[config.mk]
export PLATFORM = sky130hd
export DESIGN_NAME = wash_phase_monitor_flat
export DESIGN_NICKNAME = d
export VERILOG_FILES = /design/src/rtl/wash_phase_monitor_if.sv /design/src/rtl/wash_phase_monitor.sv /design/src/flat_wrapper.sv
export SDC_FILE = /design/constraint.sdc
export NUM_CORES = 1
export LEC_CHECK = 0
export BUFFER_PORTS_ARGS = -buffer_cell sky130_fd_sc_hd__buf_2
export CORE_UTILIZATION = 50
export CTS_CLUSTER_SIZE = 28
export DETAILED_ROUTE_END_ITERATION = 8
export GPL_TIMING_DRIVEN = 1
export HOLD_SLACK_MARGIN = 0.15
export PLACE_DENSITY = 0.82
export SLEW_MARGIN = 30
export SYNTH_ARGS = -nofsm -noshare
export SYNTH_HDL_FRONTEND = slang
export SYNTH_SLANG_ARGS = --single-unit
[constraint.sdc]
create_clock -name clk -period 2.8 [get_ports clk]
set_input_delay 0.56 -clock clk [delete_from_list [all_inputs] [get_ports clk]]
set_output_delay 0.56 -clock clk [all_outputs]
set_load 0.01 [all_outputs]
[src/rtl/wash_phase_monitor_if.sv]
// Washer operation-code bus between the cycle sequencer (master) and the
// phase monitor (slave). Carries the sampled phase code, the software
// error-clear pulse, and the monitor's decoded actuator/status outputs.
interface wash_phase_monitor_if;
  logic [2:0] op_in;
  logic       op_valid;
  logic       clr_err;
  logic [2:0] phase;
  logic       motor_en;
  logic       spin_hi;
  logic       water_valve;
  logic       heater;
  logic       buzzer;
  logic       cycle_done;
  logic [7:0] cycles_completed;
  logic       err_order;
  logic       err_short;
  logic       err_code;
  logic       err_timeout;

  modport master (
    output op_in, op_valid, clr_err,
    input  phase, motor_en, spin_hi, water_valve, heater, buzzer,
    input  cycle_done, cycles_completed,
    input  err_order, err_short, err_code, err_timeout
  );

  modport slave (
    input  op_in, op_valid, clr_err,
    output phase, motor_en, spin_hi, water_valve, heater, buzzer,
    output cycle_done, cycles_completed,
    output err_order, err_short, err_code, err_timeout
  );
endinterface

[src/rtl/wash_phase_monitor.sv]
// Washer phase monitor: tracks the sequencer's 3-bit phase code, enforces
// phase order and minimum dwell per phase, decodes the accepted phase into
// actuator enables and latches sticky faults that force actuators off
// until software pulses clr_err.
// Optional watchdog: define WASH_MON_TIMEOUT_EN to fault when any phase
// other than HALT dwells for MAX_DWELL cycles.
module wash_phase_monitor #(
  parameter int MIN_START = 4,
  parameter int MIN_WASH  = 11,
  parameter int MIN_SPIN  = 6,
  parameter int MIN_DRY   = 6,
  parameter int MIN_FIN   = 4,
  parameter int MIN_HALT  = 2,
  parameter int CNT_W     = 5,
  parameter int MAX_DWELL = 24
) (
  input  logic                 clk,
  input  logic                 rst,
  wash_phase_monitor_if.slave  bus
);

  localparam logic [2:0] PH_START = 3'd0;
  localparam logic [2:0] PH_WASH  = 3'd1;
  localparam logic [2:0] PH_SPIN  = 3'd2;
  localparam logic [2:0] PH_DRY   = 3'd3;
  localparam logic [2:0] PH_FIN   = 3'd4;
  localparam logic [2:0] PH_HALT  = 3'd5;

  typedef enum logic [1:0] {
    S_IDLE  = 2'd0,
    S_TRACK = 2'd1,
    S_FAULT = 2'd2
  } state_t;

  // The watchdog compares against the dwell counter, so the limit must fit.
  if (MAX_DWELL > (1 << CNT_W) - 1) begin : g_max_dwell_range
    $error("MAX_DWELL does not fit in the CNT_W dwell counter");
  end

  state_t           state_q, state_d;
  logic [2:0]       phase_q, phase_d;
  logic [CNT_W-1:0] dwell_q, dwell_d;
  logic             cycle_done_q, cycle_done_d;
  logic [7:0]       cycles_q, cycles_d;
  logic             err_order_q, err_order_d;
  logic             err_short_q, err_short_d;
  logic             err_code_q, err_code_d;
`ifdef WASH_MON_TIMEOUT_EN
  logic             err_timeout_q, err_timeout_d;
`endif

  logic motor_en, spin_hi, water_valve, heater, buzzer;

  function automatic logic [2:0] successor(input logic [2:0] p);
    return (p == PH_HALT) ? PH_START : p + 3'd1;
  endfunction

  function automatic logic [CNT_W-1:0] min_dwell(input logic [2:0] p);
    logic [CNT_W-1:0] m;
    unique case (p)
      PH_START: m = CNT_W'(MIN_START);
      PH_WASH:  m = CNT_W'(MIN_WASH);
      PH_SPIN:  m = CNT_W'(MIN_SPIN);
      PH_DRY:   m = CNT_W'(MIN_DRY);
      PH_FIN:   m = CNT_W'(MIN_FIN);
      default:  m = CNT_W'(MIN_HALT);
    endcase
    return m;
  endfunction

  // Saturating increment so a long-held phase never wraps back below its minimum.
  function automatic logic [CNT_W-1:0] sat_inc(input logic [CNT_W-1:0] c);
    return (c == {CNT_W{1'b1}}) ? c : c + 1'b1;
  endfunction

  // State, phase, dwell, cycle counter and sticky error registers.
  always_ff @(posedge clk or negedge rst) begin
    if (!rst) begin
      state_q       <= S_IDLE;
      phase_q       <= PH_START;
      dwell_q       <= '0;
      cycle_done_q  <= 1'b0;
      cycles_q      <= 8'd0;
      err_order_q   <= 1'b0;
      err_short_q   <= 1'b0;
      err_code_q    <= 1'b0;
`ifdef WASH_MON_TIMEOUT_EN
      err_timeout_q <= 1'b0;
`endif
    end else begin
      state_q       <= state_d;
      phase_q       <= phase_d;
      dwell_q       <= dwell_d;
      cycle_done_q  <= cycle_done_d;
      cycles_q      <= cycles_d;
      err_order_q   <= err_order_d;
      err_short_q   <= err_short_d;
      err_code_q    <= err_code_d;
`ifdef WASH_MON_TIMEOUT_EN
      err_timeout_q <= err_timeout_d;
`endif
    end
  end

  // Next-state: resync in IDLE, order/dwell checking in TRACK, hold in FAULT.
  always_comb begin
    state_d      = state_q;
    phase_d      = phase_q;
    dwell_d      = dwell_q;
    cycle_done_d = 1'b0;
    cycles_d     = cycles_q;
    // clr_err clears flags in any state; a fault raised below still wins.
    err_order_d  = bus.clr_err ? 1'b0 : err_order_q;
    err_short_d  = bus.clr_err ? 1'b0 : err_short_q;
    err_code_d   = bus.clr_err ? 1'b0 : err_code_q;
`ifdef WASH_MON_TIMEOUT_EN
    err_timeout_d = bus.clr_err ? 1'b0 : err_timeout_q;
`endif

    unique case (state_q)
      S_IDLE: begin
        if (bus.op_valid && bus.op_in == PH_START) begin
          state_d = S_TRACK;
          phase_d = PH_START;
          dwell_d = {{(CNT_W-1){1'b0}}, 1'b1};
        end
      end
      S_TRACK: begin
        if (bus.op_valid) begin
          if (bus.op_in == phase_q) begin
            dwell_d = sat_inc(dwell_q);
          end else if (bus.op_in > PH_HALT) begin
            err_code_d = 1'b1;
            state_d    = S_FAULT;
          end else if (bus.op_in != successor(phase_q)) begin
            err_order_d = 1'b1;
            state_d     = S_FAULT;
          end else if (dwell_q < min_dwell(phase_q)) begin
            err_short_d = 1'b1;
            state_d     = S_FAULT;
          end else begin
            phase_d = bus.op_in;
            dwell_d = {{(CNT_W-1){1'b0}}, 1'b1};
            if (phase_q == PH_HALT) begin
              cycle_done_d = 1'b1;
              cycles_d     = cycles_q + 8'd1;
            end
          end
        end
`ifdef WASH_MON_TIMEOUT_EN
        // Watchdog trips on the sample that brings the dwell up to the limit.
        if (state_d == S_TRACK && phase_d != PH_HALT &&
            dwell_d >= CNT_W'(MAX_DWELL)) begin
          err_timeout_d = 1'b1;
          state_d       = S_FAULT;
        end
`endif
      end
      S_FAULT: begin
        if (bus.clr_err) state_d = S_IDLE;
      end
      default: state_d = S_IDLE;
    endcase
  end

  // Actuator decode from registered phase; only a tracked phase drives anything.
  always_comb begin
    motor_en    = 1'b0;
    spin_hi     = 1'b0;
    water_valve = 1'b0;
    heater      = 1'b0;
    buzzer      = 1'b0;
    if (state_q == S_TRACK) begin
      unique case (phase_q)
        PH_WASH: begin motor_en = 1'b1; water_valve = 1'b1; end
        PH_SPIN: begin motor_en = 1'b1; spin_hi = 1'b1; end
        PH_DRY:  heater = 1'b1;
        PH_FIN:  buzzer = 1'b1;
        default: ;
      endcase
    end
  end

  assign bus.phase            = phase_q;
  assign bus.motor_en         = motor_en;
  assign bus.spin_hi          = spin_hi;
  assign bus.water_valve      = water_valve;
  assign bus.heater           = heater;
  assign bus.buzzer           = buzzer;
  assign bus.cycle_done       = cycle_done_q;
  assign bus.cycles_completed = cycles_q;
  assign bus.err_order        = err_order_q;
  assign bus.err_short        = err_short_q;
  assign bus.err_code         = err_code_q;
`ifdef WASH_MON_TIMEOUT_EN
  assign bus.err_timeout      = err_timeout_q;
`else
  assign bus.err_timeout      = 1'b0;
`endif

endmodule

[src/flat_wrapper.sv]
// flat-port wrapper written by rule: the top's interface ports become plain ports
module wash_phase_monitor_flat 
#(
  parameter int MIN_START = 4,
  parameter int MIN_WASH  = 11,
  parameter int MIN_SPIN  = 6,
  parameter int MIN_DRY   = 6,
  parameter int MIN_FIN   = 4,
  parameter int MIN_HALT  = 2,
  parameter int CNT_W     = 5,
  parameter int MAX_DWELL = 24
)
  (clk, rst, bus_op_in, bus_op_valid, bus_clr_err, bus_phase, bus_motor_en, bus_spin_hi, bus_water_valve, bus_heater, bus_buzzer, bus_cycle_done, bus_cycles_completed, bus_err_order, bus_err_short, bus_err_code, bus_err_timeout);
  wash_phase_monitor_if bus_i ();
  input  logic clk;
  input  logic rst;
  input wire logic [$bits(bus_i.op_in)-1:0] bus_op_in;
  input wire logic [$bits(bus_i.op_valid)-1:0] bus_op_valid;
  input wire logic [$bits(bus_i.clr_err)-1:0] bus_clr_err;
  output wire logic [$bits(bus_i.phase)-1:0] bus_phase;
  output wire logic [$bits(bus_i.motor_en)-1:0] bus_motor_en;
  output wire logic [$bits(bus_i.spin_hi)-1:0] bus_spin_hi;
  output wire logic [$bits(bus_i.water_valve)-1:0] bus_water_valve;
  output wire logic [$bits(bus_i.heater)-1:0] bus_heater;
  output wire logic [$bits(bus_i.buzzer)-1:0] bus_buzzer;
  output wire logic [$bits(bus_i.cycle_done)-1:0] bus_cycle_done;
  output wire logic [$bits(bus_i.cycles_completed)-1:0] bus_cycles_completed;
  output wire logic [$bits(bus_i.err_order)-1:0] bus_err_order;
  output wire logic [$bits(bus_i.err_short)-1:0] bus_err_short;
  output wire logic [$bits(bus_i.err_code)-1:0] bus_err_code;
  output wire logic [$bits(bus_i.err_timeout)-1:0] bus_err_timeout;
  assign bus_i.op_in = bus_op_in;
  assign bus_i.op_valid = bus_op_valid;
  assign bus_i.clr_err = bus_clr_err;
  assign bus_phase = bus_i.phase;
  assign bus_motor_en = bus_i.motor_en;
  assign bus_spin_hi = bus_i.spin_hi;
  assign bus_water_valve = bus_i.water_valve;
  assign bus_heater = bus_i.heater;
  assign bus_buzzer = bus_i.buzzer;
  assign bus_cycle_done = bus_i.cycle_done;
  assign bus_cycles_completed = bus_i.cycles_completed;
  assign bus_err_order = bus_i.err_order;
  assign bus_err_short = bus_i.err_short;
  assign bus_err_code = bus_i.err_code;
  assign bus_err_timeout = bus_i.err_timeout;
  wash_phase_monitor #(.MIN_START(MIN_START), .MIN_WASH(MIN_WASH), .MIN_SPIN(MIN_SPIN), .MIN_DRY(MIN_DRY), .MIN_FIN(MIN_FIN), .MIN_HALT(MIN_HALT), .CNT_W(CNT_W), .MAX_DWELL(MAX_DWELL)) u_core (.clk(clk), .rst(rst), .bus(bus_i));
endmodule
==> flow_summary.toml, run 1 <==
[flow_run]
maxCapViolations = 0

[global_routing]
antenna_found_initial = 0
grt_remaining_overflow = 0
grt_pass1_vias = 1040
grt_first_pass_wirelength_um = 4590
grt_max_degree = 23
grt_use_total_pct = 22.4

[die]
die-area_um2 = 2900
ios = 28
start_util_pct = 53.8
core-area_um2 = 2500
die_y_um = 53.9
rows = 18
fp.dieW_um = 53.9

[detailed_routing]
first_pass_iters = 4
initialDrtViolationCount = 18
route.detailed.drc = 0
num_vias = 1103
routed_via_density = 5.81
wl_per_cell_um = 14.9
wirelength_um = 2830
ant_nets = 0

[synth]
yosys-top-cells-area = "dfrtp_1 41%, ha_1 6.5%, a22o_1 3.9%"
synth_top_flop_cell = "dfrtp_1"
synth_top_cell_by_area = "dfrtp_1"
syn-num-nets = 148
synthArstFlopShare_pct = 100
synth_top_area_share_pct = 40.9
synth_edf_count = 0
syn-cell-area_um2 = 1350
ys_ff_latch = 22
ys_warn_count = 0
synth.distinct_cells = 42
avgSynthCellArea_um2 = 10.0
synth-seq-area-share_pct = 40.9
syn_inst = 134

[clock_network]
cts_buffer_depth = 2
htree_levels = 1
cts_resized = 0
cts_buffers = 3
cts.clk_slew.worst_paths_ps = 130
post_cts_buffers = 0
cts_tree = "done"
hold_buffers = 0
worst_skew_pair.late_latency_ps = 320
clockRootBuffer = "clkbuf_4"
clock-sinks = 22

[placed_design]
place_ws_ps = 207
port_buffers = 26
dp_hpwl_um = 2100
gp_congestion = 0.802

[cells_and_area]
final_util_pct = 61.3
antenna_cells = 0
drive_above_1_share_pct = 24.4
area.growth.synth_to_final_pct = 14.0
nets = 175

[sta]
tightestPinTransition_ps = 570
fin_crit_sh_pct = 92.9
fmax_ghz = 0.384
setup_slack_ps = 198
period_minus_slack_ps = 2600
grt_setup_unrepaired = "no"
setup_viol = 0
skew_ps = 16.2
hold_viol = 0
slew_headroom_pct = 61.7
fin_setup_tns_ps = 0
slew_violations = 0

[pwr]
cellLeakagePower_nw = 0.756
max-vdd-ir-drop_v = 0.000303
powerDensity_nw_per_um2 = 542

[critical_path]
worst_ep_arrival_time_ps = 2810
path_max_fanout = 12
ff2ff_path_depth = 6
end_kind = "register"
max_stage_delay_ps = 540
cp-start-kind = "register"
cp.required_ps = 3010
worstSetupPathType = "reg2reg"
cp_slowest_cell = "dfrtp_1"
crit_chain = "or3b_1 -> ha_1 -> o2111ai_1 -> and3_2 -> nor4_4 -> mux2_2"

[min_path]
min_path_type = "in2async"

[run_status]
status = "complete, no violations"
[layout make-up]
| cell class | instances | area [µm²] |
|---|---|---|
| repair buffers | 28 | 145 |
| fillers | 229 | 967 |
| well taps | 30 | 37.5 |
| inverters | 6 | 22.5 |
| clock buffers | 3 | 22.5 |
| clock inverters | 1 | 30.0 |
| multi-input cells | 100 | 724 |
| flip-flops and latches | 22 | 551 |
[logic make-up after synthesis]
kind of cell | synth area share (%)
and+or+nand+nor | 23.7
muxes | 2.42
xor gates and xnor gates | 5.86
AOI/OAI and AO/OA | 15.1
buffers and inverters | 5.21
other | 0.279
DFF | 40.9
adders and majority gates | 6.51
[final timing paths]
kind | from | to | slack [ps]
max in group asynchronous | rst | u_core.bus.phase[1] | 2280
worst min register to register | u_core.bus.cycles_completed[7] | u_core.bus.cycles_completed[7] | 490
worst min-delay path | rst | u_core.bus.cycles_completed[5] | 170
min in group clk | bus_clr_err | u_core.bus.err_code | 470
worst max register to register | u_core.bus.phase[0] | u_core.bus.cycles_completed[1] | 200
worst max-delay path | u_core.bus.phase[0] | u_core.bus.cycles_completed[1] | 200
[metrics by stage]
| step | std cells | power [mW] | cell area, µm² | hold slack (ps) |
|---|---|---|---|---|
| 5_1_grt | 190 | 0.877 | 1530 | 210 |
| 3_3_place_gp | 186 | 0.576 | 1480 | 457 |
| 6_report | 190 | 0.830 | 1530 | 171 |
| 4_1_cts | 190 | 0.833 | 1530 | 199 |
| 3_5_place_dp | 186 | 0.585 | 1480 | 467 |
| 2_1_floorplan | 134 | 0.520 | 1350 | 264 |
[layer usage]
layer  GRT usage [%]  share of wire [%]  vias up
li1                -                  -      544
met1            27.4                 47      529
met2            39.1                 48       25
met3            3.67                3.4        5
met4            8.33                1.3        0
met5               0                  0        -
[worst max-delay path, delay by kind of cell, from the launching register on]
family / cells / cell delay, ps
adders and majority gates: 1 / 330
and+or+nand+nor: 3 / 1130
AOI/OAI and AO/OA: 1 / 110
DFF: 1 / 540
muxes: 1 / 390
[cells in the final DEF (no fill, tap or decap), types with 2 or more instances in the layout]
cell	synthesis	routed
or4_1	3	3
nor2_1	5	5
inv_1	6	6
clkbuf_4	0	3
a21oi_1	3	3
and2_1	2	2
xnor2_1	6	6
nand2_1	4	4
xor2_1	3	3
buf_4	2	2
nor2b_1	6	6
ha_1	7	7
a31oi_1	2	2
a211oi_1	4	4
a22o_1	6	6
o21ai_0	8	8
and3_1	5	5
buf_2	2	26
nand2b_1	3	3
nand3_1	5	5
dfrtp_1	22	22
o21a_1	2	2
nand4_1	6	6
mux2_2	2	2
[state kept, by name, summed over array words and instances (netlist names)]
signal	flops
u_core.bus.phase	3
u_core.bus.err_short	1
u_core.bus.cycles_completed	8
u_core.state_q	2
u_core.bus.cycle_done	1
u_core.bus.err_code	1
u_core.dwell_q	5
u_core.bus.err_order	1
[synthesized netlist by cell type, drive strengths merged, types with 2 or more instances]
cell type	instances
mux2	2
nand4	6
buf	6
a31oi	2
nor2	5
xnor2	6
or3b	2
and3	6
a22o	6
or4	3
nand2b	3
inv	6
ha	7
nand3	5
xor2	3
nand2	4
and2	2
o21ai	9
o21a	2
dfrtp	22
a211oi	4
a21oi	3
nor2b	6
[power by group]
group	internal, mW	leakage [nW]	switching, mW
clock network	0.145	0.0279	0.101
registers	0.350	0.301	0.0443
logic	0.0827	0.427	0.107
Note: power is estimated with default switching activity, not from simulation.
==> run 2, diff against run 1 <==
==> constraint.sdc (replaced) <==
create_clock -name clk -period 3.2 [get_ports clk]
set_input_delay 0.64 -clock clk [delete_from_list [all_inputs] [get_ports clk]]
set_output_delay 0.64 -clock clk [all_outputs]
set_load 0.01 [all_outputs]
==> run 2 against run 1 <==
Design area shrank 0.98%. Non-clock buffer count shrank 2. Setup slack gained 390 ps. Cell count shrank 1.1%. Routed wire length shrank 3.1%. Utilization shrank 0.60 points. Power shrank 14%. Critical path type unchanged. Critical endpoint is now u_core.dwell_q[0]. Largest power group unchanged.
==> flow_summary.toml, run 2 (same netlist as run 1, synthesis figures left out) <==
[sta]
grt_setup_unrepaired = "no"
hold_viol = 0
tightestPinTransition_ps = 524
skew_ps = 10.0
fin_setup_tns_ps = 0
setup_viol = 0
fmax_ghz = 0.383
slew_violations = 0
slew_headroom_pct = 65.0
period_minus_slack_ps = 2610
fin_crit_sh_pct = 81.7

[placed_design]
placed_area_um2 = 1470
dp_hpwl_um = 2150
gp_congestion = 0.847
place_inst = 184
port_buffers = 26

[cells_and_area]
area.growth.synth_to_final_pct = 12.8
seq_area_um2 = 551
largest_reg_flops = 8
drive_above_1_share_pct = 23.4
nets = 173
fin_area_um2 = 1520
mostFrequentLayoutCell = "buf_2"
nFillCells = 210
multi_input_area_um2 = 724
stdcell_count = 188
antenna_cells = 0
final_cell_mix = "26 x buf_2, 22 x dfrtp_1, 8 x o21ai_0"

[clock_network]
htree_levels = 1
cts_resized = 0
clock-sinks = 22
cts_tree = "done"
clockRootBuffer = "clkbuf_4"
post_cts_buffers = 0
hold_buffers = 0
cts.clk_slew.worst_paths_ps = 130
cts_buffers = 3
cts_buffer_depth = 2
worst_skew_pair.late_latency_ps = 310

[pwr]
cellLeakagePower_nw = 0.745
max-vdd-ir-drop_v = 0.000289
powerDensity_nw_per_um2 = 470

[global_routing]
grt_first_pass_wirelength_um = 4330
grt_remaining_overflow = 0
grt_pass1_vias = 984
grt_use_total_pct = 20.8
grt_max_degree = 23
antenna_found_initial = 0

[detailed_routing]
route.detailed.drc = 0
routed_via_density = 6.07
ant_nets = 0
initialDrtViolationCount = 35
wl_per_cell_um = 14.6
first_pass_iters = 4
num_vias = 1142
wirelength_um = 2740

[die]
fp.dieW_um = 53.9
core-area_um2 = 2500
die_y_um = 53.9
rows = 18
ios = 28
start_util_pct = 53.8
die-area_um2 = 2900

[critical_path]
end_kind = "register"
cp-start-kind = "register"
worstSetupPathType = "reg2reg"
cp.required_ps = 3380
path_max_fanout = 12
worst_ep_arrival_time_ps = 2790

[min_path]
min_path_type = "in2async"

[flow_run]
maxCapViolations = 0

[run_status]
status = "complete, no violations"
[run 2: routing by layer]
layer,global-route usage [%],part of all wire [%]
met4,6.58,0.62
met3,2.54,5.3
met1,28.3,44
met2,34.2,50
met5,0,0
[run 2: worst paths after layout]
check / startpoint / endpoint / slack (ps) / cells after the start
max in group asynchronous: rst / u_core.dwell_q[2] / 2610 / 1
max: u_core.bus.phase[0] / u_core.dwell_q[0] / 590 / 7
min: rst / u_core.bus.err_code / 250 / 1
min reg2reg: u_core.bus.cycles_completed[7] / u_core.bus.cycles_completed[7] / 490 / 1
max reg2reg: u_core.bus.phase[0] / u_core.dwell_q[0] / 590 / 7
min in group clk: u_core.bus.cycles_completed[7] / u_core.bus.cycles_completed[7] / 490 / 1
[run 2: worst max-delay path: stages, from the launching register on]
cell	delay, ps
dfrtp_1	540
or3b_1	440
ha_1	340
o2111ai_1	110
and3_2	260
nand2b_1	240
a211oi_1	420
mux2i_1	140
[run 2: through the flow]
step	utilization [%]	setup WS (ps)	hold slack (ps)	power (mW)
floorplan	-	760	344	0.455
global placement	58.6	651	458	0.495
detailed placement	58.6	604	474	0.502
CTS	60.7	580	280	0.715
global route	60.7	393	303	0.749
finish	60.7	586	255	0.713
[run 2: layout make-up]
class | count | area share [%]
well taps | 30 | 2.47
clock buffers | 3 | 1.48
clock inverters | 1 | 1.98
repair buffers | 26 | 8.57
flip-flops and latches | 22 | 36.3
inverters | 6 | 1.48
multi-input cells | 100 | 47.7
[run 2: power breakdown]
| part | internal, mW | switching, mW |
|---|---|---|
| clock | 0.127 | 0.0873 |
| sequential | 0.307 | 0.0367 |
| combinational | 0.0645 | 0.0917 |
| total | 0.498 | 0.216 |
